## config.mk

```make
export PLATFORM = sky130hd
export DESIGN_NAME = disp_demux_flat
export DESIGN_NICKNAME = d
export VERILOG_FILES = /design/src/rtl/disp_demux_if.sv /design/src/rtl/disp_demux.sv /design/src/flat_wrapper.sv
export SDC_FILE = /design/constraint.sdc
export NUM_CORES = 1
export LEC_CHECK = 0
export CAP_MARGIN = 10
export CORE_ASPECT_RATIO = 1.1
export CORE_MARGIN = 2
export CORE_UTILIZATION = 40
export CTS_CLUSTER_DIAMETER = 40
export DETAILED_ROUTE_END_ITERATION = 10
export PLACE_DENSITY = 0.63
export SKIP_LAST_GASP = 1
export SLEW_MARGIN = 5
export SYNTH_ARGS = -nofsm -noshare
export SYNTH_HDL_FRONTEND = slang
export SYNTH_SLANG_ARGS = --single-unit
```

## constraint.sdc

```tcl
create_clock -name clk -period 3.1 [get_ports clk]
set_clock_uncertainty 0.15 [all_clocks]
set_input_delay 0.93 -clock clk [delete_from_list [all_inputs] [get_ports clk]]
set_output_delay 0.93 -clock clk [all_outputs]
set_load 0.01 [all_outputs]
```

## src/rtl/disp_demux_if.sv

```systemverilog
// Scanned display bus as seen by the demultiplexer: the multiplexed
// enable/segment inputs plus the recovered per-digit registers and pulses.
interface disp_demux_if;
    logic [3:0] an;
    logic [7:0] sseg;
    logic [7:0] out0;
    logic [7:0] out1;
    logic [7:0] out2;
    logic [7:0] out3;
    logic [3:0] digit_valid;
    logic       frame_tick;
    logic       scan_err;

    // Driver side: produces the scanned bus, observes the recovered digits.
    modport master (
        output an, sseg,
        input  out0, out1, out2, out3, digit_valid, frame_tick, scan_err
    );

    // Demultiplexer side.
    modport slave (
        input  an, sseg,
        output out0, out1, out2, out3, digit_valid, frame_tick, scan_err
    );
endinterface

```

## src/rtl/disp_demux.sv

```systemverilog
// disp_demux: recovers four stable digit patterns from a time-multiplexed
// seven-segment bus. Inputs are synchronized, debounced by a stability
// counter, then decoded into per-digit registers with frame and error pulses.
module disp_demux #(
    parameter int STABLE_CYCLES = 16
) (
    input  logic          clk,
    input  logic          reset,
    disp_demux_if.slave   bus
);

    localparam logic [7:0] CNT_MAX = 8'(STABLE_CYCLES);
    localparam logic [7:0] CAP_AT  = 8'(STABLE_CYCLES - 1);

    // {an, sseg}: s1/s2 form the synchronizer, s3 is the previous sample.
    logic [11:0] s1, s2, s3;
    logic [7:0]  cnt;
    logic        cap;
    logic [3:0]  sel;
    logic        blank;
    logic [3:0]  seen;
    logic [3:0]  seen_next;

    logic [7:0]  out0_r, out1_r, out2_r, out3_r;
    logic [3:0]  digit_valid_r;
    logic        frame_tick_r;
    logic        scan_err_r;

    // One-hot digit select for a legal single-low enable, zero otherwise.
    function automatic logic [3:0] digit_sel(input logic [3:0] an);
        case (an)
            4'b1110: digit_sel = 4'b0001;
            4'b1101: digit_sel = 4'b0010;
            4'b1011: digit_sel = 4'b0100;
            4'b0111: digit_sel = 4'b1000;
            default: digit_sel = 4'b0000;
        endcase
    endfunction

    // Synchronize the bus and count how long the sample has been unchanged.
    always_ff @(posedge clk or negedge reset) begin
        if (!reset) begin
            s1  <= 12'hFFF;
            s2  <= 12'hFFF;
            s3  <= 12'hFFF;
            cnt <= 8'd0;
        end else begin
            s1 <= {bus.an, bus.sseg};
            s2 <= s1;
            s3 <= s2;
            if (s2 != s3)
                cnt <= 8'd0;
            else if (cnt < CNT_MAX)
                cnt <= cnt + 8'd1;
        end
    end

    // Capture strobe and decode; the saturating count makes cap fire once per episode.
    always_comb begin
        cap       = (s2 == s3) && (cnt == CAP_AT);
        sel       = digit_sel(s2[11:8]);
        blank     = (s2[11:8] == 4'hF);
        seen_next = seen | sel;
    end

    // Update digit registers, frame tracking and the one-cycle pulses on capture.
    always_ff @(posedge clk or negedge reset) begin
        if (!reset) begin
            out0_r        <= 8'h00;
            out1_r        <= 8'h00;
            out2_r        <= 8'h00;
            out3_r        <= 8'h00;
            digit_valid_r <= 4'b0000;
            seen          <= 4'b0000;
            frame_tick_r  <= 1'b0;
            scan_err_r    <= 1'b0;
        end else begin
            frame_tick_r <= 1'b0;
            scan_err_r   <= 1'b0;
            if (cap) begin
                if (sel != 4'b0000) begin
                    if (sel[0]) out0_r <= s2[7:0];
                    if (sel[1]) out1_r <= s2[7:0];
                    if (sel[2]) out2_r <= s2[7:0];
                    if (sel[3]) out3_r <= s2[7:0];
                    digit_valid_r <= digit_valid_r | sel;
                    // The completing digit starts no credit toward the next frame.
                    if (seen_next == 4'hF) begin
                        frame_tick_r <= 1'b1;
                        seen         <= 4'b0000;
                    end else begin
                        seen <= seen_next;
                    end
                end else if (!blank) begin
                    scan_err_r <= 1'b1;
                end
            end
        end
    end

    assign bus.out0        = out0_r;
    assign bus.out1        = out1_r;
    assign bus.out2        = out2_r;
    assign bus.out3        = out3_r;
    assign bus.digit_valid = digit_valid_r;
    assign bus.frame_tick  = frame_tick_r;
    assign bus.scan_err    = scan_err_r;

endmodule

```

## src/flat_wrapper.sv

```systemverilog
// flat-port wrapper written by rule: the top's interface ports become plain ports
module disp_demux_flat 
#(
    parameter int STABLE_CYCLES = 16
)
  (clk, reset, bus_an, bus_sseg, bus_out0, bus_out1, bus_out2, bus_out3, bus_digit_valid, bus_frame_tick, bus_scan_err);
  disp_demux_if bus_i ();
  input  logic clk;
  input  logic reset;
  input wire logic [$bits(bus_i.an)-1:0] bus_an;
  input wire logic [$bits(bus_i.sseg)-1:0] bus_sseg;
  output wire logic [$bits(bus_i.out0)-1:0] bus_out0;
  output wire logic [$bits(bus_i.out1)-1:0] bus_out1;
  output wire logic [$bits(bus_i.out2)-1:0] bus_out2;
  output wire logic [$bits(bus_i.out3)-1:0] bus_out3;
  output wire logic [$bits(bus_i.digit_valid)-1:0] bus_digit_valid;
  output wire logic [$bits(bus_i.frame_tick)-1:0] bus_frame_tick;
  output wire logic [$bits(bus_i.scan_err)-1:0] bus_scan_err;
  assign bus_i.an = bus_an;
  assign bus_i.sseg = bus_sseg;
  assign bus_out0 = bus_i.out0;
  assign bus_out1 = bus_i.out1;
  assign bus_out2 = bus_i.out2;
  assign bus_out3 = bus_i.out3;
  assign bus_digit_valid = bus_i.digit_valid;
  assign bus_frame_tick = bus_i.frame_tick;
  assign bus_scan_err = bus_i.scan_err;
  disp_demux #(.STABLE_CYCLES(STABLE_CYCLES)) u_core (.clk(clk), .reset(reset), .bus(bus_i));
endmodule
```

-- Yosys cells after proc, flatten, opt, wreduce, memory -nomap -nowiden
Cells that the tools add are included.
- word-level logic and storage cells: 43
- bits in registers: 86
- output and inout port bits: 38
- mux-type cells: 10
- eq/ne operators: 9
- order comparisons: 1
- bitwise gates (word level): 2
- reductions and logical operators: 8
- add/subtract/negate cells: 1
- operators by type and width (cell ; number):
    4-bit equality test, second input constant ; 5
    8-bit two-way mux ; 2
    4-bit case mux with 4 select lines ; 1
    12-bit equality test ; 1
    12-bit inequality test ; 1
    3-bit AND reduction ; 4
    8-bit by 1-bit adder with 8-bit output, second input constant ; 1
    8-bit by 4-bit equality test with 1-bit output, second input constant ; 1
    8-bit by 5-bit < comparator with 1-bit output, second input constant ; 1
    4-bit OR ; 2
    1-bit two-way mux ; 6
    4-bit by 3-bit equality test with 1-bit output, second input constant ; 1
    4-bit two-way mux ; 1
    4-bit nonzero test ; 1
    2-bit AND reduction ; 1
    2-bit nonzero test ; 1
    1-bit logical AND ; 1

-- Logic depth before layout (Yosys ltp)
- word-level depth: 7
- mapped depth: 6
- mapped depth without buffers: 6

-- Worst setup path after synthesis
No wires, ideal clock.
- kind: register -> register
- start point: reg u_core.s2[11]
- end point: reg u_core.out0_r[0], in the netlist u_core.bus.out0[0]
- setup slack: 0.588 ns
- stages on the path, launching flop included: 7
- setup time: 0.125 ns
- arrival: 2.237 ns
- period minus slack after synthesis: 2.512 ns
- buffers on the path: 1
- required time: 2.825 ns
- path through: dfstp_2 -> clkbuf_1 -> xor2_1 -> nor4_4 -> nand4_4 -> nor3_4 -> mux2_4
- word-level cells in the longest chain between the ends: 4
- RTL lines (what ; RTL line ; text):
    from (decl) ; disp_demux.sv:16 ; logic [11:0] s1, s2, s3;
    from (signal assigned) ; disp_demux.sv:44 ; s2 <= 12'hFFF;
    from (signal assigned) ; disp_demux.sv:49 ; s2 <= s1;
    4-bit by 3-bit equality test with 1-bit output / 4-bit equality test (equally long branches) ; disp_demux.sv:31 ; case (an)
    4-bit case mux with 4 select lines ; disp_demux.sv:31 ;
    4-bit nonzero test ; disp_demux.sv:81 ; if (sel != 4'b0000) begin
    3-bit AND reduction (no source line) * ; n/a ;
    to (signal assigned) ; disp_demux.sv:82 ; if (sel[0]) out0_r <= s2[7:0];
    to (decl) ; disp_demux.sv:24 ; logic [7:0] out0_r, out1_r, out2_r, out3_r;
Mark *: on every way between the ends. The rest lies on a longest branch, timed or not.
A chain may end at the register's enable or synchronous reset.

-- Worst setup path after layout
- start point: reg u_core.cnt[4]
- end point: reg u_core.out2_r[4], in the netlist u_core.bus.out2[4]
- word-level cells in the longest chain between the ends: 3
- RTL lines (what ; RTL line ; text):
    from (decl) ; disp_demux.sv:17 ; logic [7:0] cnt;
    from (signal assigned) ; disp_demux.sv:54 ; cnt <= cnt + 8'd1;
    8-bit by 4-bit equality test with 1-bit output ; disp_demux.sv:60 ; cap = (s2 == s3) && (cnt == CAP_AT);
    1-bit logical AND ; disp_demux.sv:60 ;
    3-bit AND reduction (no source line) ; n/a ;
    to (signal assigned) ; disp_demux.sv:84 ; if (sel[2]) out2_r <= s2[7:0];
    to (decl) ; disp_demux.sv:24 ;
No other way between the ends.

==> impl_summary.md <==
Floorplanning
In this run the core area contains 34 standard-cell rows. 52 I/O pins were placed. The die covers 0.00863 mm².

The total area inside the core boundary comes to 0.00778 mm². The initial utilization of the core area, before any placement, comes to 40.6%. The floorplan step set the die width to 88.7 µm. The die extent in y is 97.2 µm.

Global routing
The first-pass GRT wire length is 9230 µm. The initial antenna violation count was 0. The number of global-route vias before repair is 1,766. Summed over all layers, the global routing overflow is 0.

The total routing resource utilization after global routing is 14.4%. The largest net degree at the start of global routing is 54.

Critical path
The kind of critical path is flip-flop to flip-flop. STA classifies the critical path startpoint as a flip-flop. The arrival time of the worst setup path is 2.74 ns. Data on the critical path is required at its endpoint by 3.18 ns.

In this design, the stage delay of the slowest critical-path cell is 0.57 ns. Together, buffers and inverters on the worst path number 0. The signal on the critical path passes through or4_4 > nor4_4 > nand4_4 > nor2_2 > mux2_2.

The family of cells with the greatest summed delay on the critical path is simple AND/OR/NAND/NOR gates. The cell with the largest stage delay on the worst path is sky130_fd_sc_hd__or4_4. The peak fanout along the critical path is 10.

The sort of element at the end of the critical path is a flip-flop.

Logic synthesis
When the netlist entered floorplanning its net count stood at 212. The share of the Yosys chip area taken by registers is 69.5%. Synthesis produced 197 cells. In this run the cell area of the synthesized design comes to 0.00316 mm². For this run, the number of Yosys warnings is 0. The post-synthesis sequential element count is 86. The average instance area after synthesis is 16.0 µm². The number of unique standard cell types used by synthesis is 30.

Clock tree
Hold repair after CTS inserted 0 buffers. The buffer type at the clock tree root is sky130_fd_sc_hd__clkbuf_8. The number of buffers inserted to repair setup after CTS is 0. After clock tree synthesis, the repair step resized 0 gates. The post-CTS clock slew at the launch and capture registers of the worst setup and hold paths is 0.08 ns. The clock net in this run drives a total of 86 sinks.

The H-tree generated during clock tree synthesis spans 3 levels. The clock passes through at most 2 buffers. The number of clock buffers inserted by TritonCTS is 9.

The later-pin clock latency in the skew report is 0.35 ns. The TritonCTS clock tree is yes.

Cells and area
The final cell area excluding filler cells is 0.00403 mm². The fill cell total of the finished layout is 682. The number of antenna cells inserted is 0. In the final design database the tool counted 273 nets. Of the cells placed in the final design, the portion with a size suffix greater than 1 is 38.8%. The top cell types in the final layout, fill and taps aside, are sky130_fd_sc_hd__clkdlybuf4s50_1, sky130_fd_sc_hd__dfrtp_1, sky130_fd_sc_hd__dfstp_2, sky130_fd_sc_hd__mux2_2, sky130_fd_sc_hd__xor2_1. The relative area change from synthesis to final layout is 27.5%.

Timing
For the final routed database, the setup TNS stands at 0 ns. For this run, the top clock speed supported by timing is 377 MHz. The slew at the pin closest to its max-slew limit is 0.684 ns.

The worst path uses 85.6% of the clock period. Setup repair after global routing left no endpoint under its margin. The final count of pins violating max slew came to 0. The worst slew margin relative to its limit is 54.2%. The final count of hold timing violations came to 0. The smallest clock period supported by the final layout is computed as 2.65 ns.

Setup violations remaining at the end of the flow were counted as 0.

Placed design
In this run the cell area measured after placement is 0.00382 mm². The congestion estimate from routability-driven global placement came to 0.769. The post-detailed-placement half-perimeter wirelength is 3710 µm. The count of buffers added on input and output ports is 51.

Routing
The first detailed-routing pass took 4 iterations. In the routed design, unresolved DRC markers number 0. The detailed router finished its first iteration with 74 violations. The average routed wire per standard cell is 14.8 µm. The post-route antenna net violation count is 0. The routed layout has 1,710 vias. The post-detailed-route via-to-cell ratio is 4.61. After detailed routing, the total wire length is 5480 µm.

Outcome
The run finished with clean final reports.

Power
Dividing total power by cell area gives a power density of 516 mW/mm². Across the VDD grid, the largest voltage drop is 277 µV. For this design the static power due to leakage is 0.00174 µW.

Job
The tool flagged a number of max-cap violations equal to 0.

Worst hold path
In this run the worst hold path is classified as flip-flop to flip-flop.
==> worst reg2reg max path: stages (launching register included) <==
cell,delay (ns)
sky130_fd_sc_hd__dfrtp_1,0.40
sky130_fd_sc_hd__or4_4,0.57
sky130_fd_sc_hd__nor4_4,0.29
sky130_fd_sc_hd__nand4_4,0.19
sky130_fd_sc_hd__nor2_2,0.53
sky130_fd_sc_hd__mux2_2,0.41
==> where the power goes <==
part	switching, µW	internal (µW)
logic	41.6	29.0
clock network	396	426
registers	22.7	1160
==> cells by family after synthesis <==
family,count (synthesis),synth area share (%)
muxes,32,12.4
and+or+nand+nor,44,9.86
buffers and inverters,8,0.951
DFF,86,69.5
xor gates and xnor gates,15,4.16
adders and majority gates,2,0.713
AOI/OAI and AO/OA,10,2.42
==> cells in the mapped netlist <==
| cell | count | area, µm² |
|---|---|---|
| sky130_fd_sc_hd__nor3_1 | 1 | 5.00 |
| sky130_fd_sc_hd__a211oi_1 | 1 | 7.51 |
| sky130_fd_sc_hd__or2_2 | 4 | 25.0 |
| sky130_fd_sc_hd__inv_1 | 5 | 18.8 |
| sky130_fd_sc_hd__mux2_2 | 24 | 270 |
| sky130_fd_sc_hd__nand4b_1 | 3 | 26.3 |
| sky130_fd_sc_hd__clkbuf_1 | 3 | 11.3 |
| sky130_fd_sc_hd__nor4_1 | 2 | 12.5 |
| sky130_fd_sc_hd__nand2_1 | 8 | 30.0 |
| sky130_fd_sc_hd__a31oi_1 | 2 | 12.5 |
| sky130_fd_sc_hd__xor2_1 | 14 | 123 |
| sky130_fd_sc_hd__ha_1 | 1 | 12.5 |
| sky130_fd_sc_hd__nor2_1 | 11 | 41.3 |
| sky130_fd_sc_hd__nor2_4 | 1 | 11.3 |
| sky130_fd_sc_hd__a21oi_1 | 2 | 10.0 |
| sky130_fd_sc_hd__nand4_1 | 2 | 12.5 |
| sky130_fd_sc_hd__nand3b_1 | 1 | 7.51 |
| sky130_fd_sc_hd__o22ai_1 | 1 | 6.26 |
| sky130_fd_sc_hd__maj3_1 | 1 | 10.0 |
| sky130_fd_sc_hd__nor2_2 | 2 | 12.5 |
| sky130_fd_sc_hd__nor4_4 | 3 | 63.8 |
| sky130_fd_sc_hd__dfstp_2 | 36 | 946 |
| sky130_fd_sc_hd__nor3_4 | 1 | 16.3 |
| sky130_fd_sc_hd__o21ba_2 | 4 | 40.0 |
| sky130_fd_sc_hd__xnor2_1 | 1 | 8.76 |
| sky130_fd_sc_hd__dfrtp_1 | 50 | 1250 |
| sky130_fd_sc_hd__mux2_4 | 8 | 120 |
| sky130_fd_sc_hd__or4_4 | 1 | 11.3 |
| sky130_fd_sc_hd__nand3_1 | 3 | 15.0 |
| sky130_fd_sc_hd__nand4_4 | 1 | 21.3 |
==> state kept, by name (all words and copies together) (netlist names) <==
name,flops
u_core.s1,12
u_core.s2,12
u_core.s3,12
u_core.bus.out0,8
u_core.bus.out1,8
u_core.bus.out2,8
u_core.bus.out3,8
u_core.cnt,8
u_core.bus.digit_valid,4
u_core.seen,4
u_core.bus.frame_tick,1
u_core.bus.scan_err,1
==> layer usage <==
layer / wire [µm] / global-route usage (%) / part of all wire, % / vias to the layer above
li1: - / - / - / 798
met1: 2520 / 20.8 / 46 / 862
met2: 2600 / 20.3 / 47 / 38
met3: 252 / 3.48 / 4.6 / 12
met4: 106 / 6.64 / 1.9 / 0
met5: 0 / 0 / 0 / -
==> final timing paths <==
path                                           startpoint                             end  slack, ns  cells after the start
worst min register to register     u_core.s1[8]$_DFF_PN1_          u_core.s2[8]$_DFF_PN1_       0.21                      0
max in group asynchronous                           reset          u_core.s3[0]$_DFF_PN1_       1.75                      2
worst min-delay path               u_core.s1[8]$_DFF_PN1_          u_core.s2[8]$_DFF_PN1_       0.21                      0
worst max-delay path            u_core.cnt[4]$_DFFE_PN0P_  u_core.bus.out2[4]$_DFFE_PN0P_       0.45                      5
worst max register to register  u_core.cnt[4]$_DFFE_PN0P_  u_core.bus.out2[4]$_DFFE_PN0P_       0.45                      5
min in group asynchronous                           reset  u_core.bus.out0[2]$_DFFE_PN0P_       0.37                      1
==> layout make-up <==
type / count / area (µm²) / share of cell area (%)
tap: 108 / 135 / 3.36
clock inverter: 4 / 52.6 / 1.30
timing repair buffer: 53 / 536 / 13.3
inverter: 5 / 18.8 / 0.466
sequential: 86 / 2200 / 54.6
multi-input combinational: 103 / 932 / 23.1
clock buffer: 12 / 156 / 3.88
==> metrics by stage <==
stage,total power (µW),setup WS (ns),hold slack [ns],std cells,util [%]
detailed placement,1280,0.453,0.197,355,49.1
finish,2080,0.447,0.208,371,51.7
global placement,1280,0.465,0.196,355,49.1
floorplan,1230,0.588,0.195,197,-
CTS,2110,0.408,0.209,371,51.7
global route,2170,0.336,0.213,371,51.7
No activity file was read; power rests on OpenSTA's default activity.
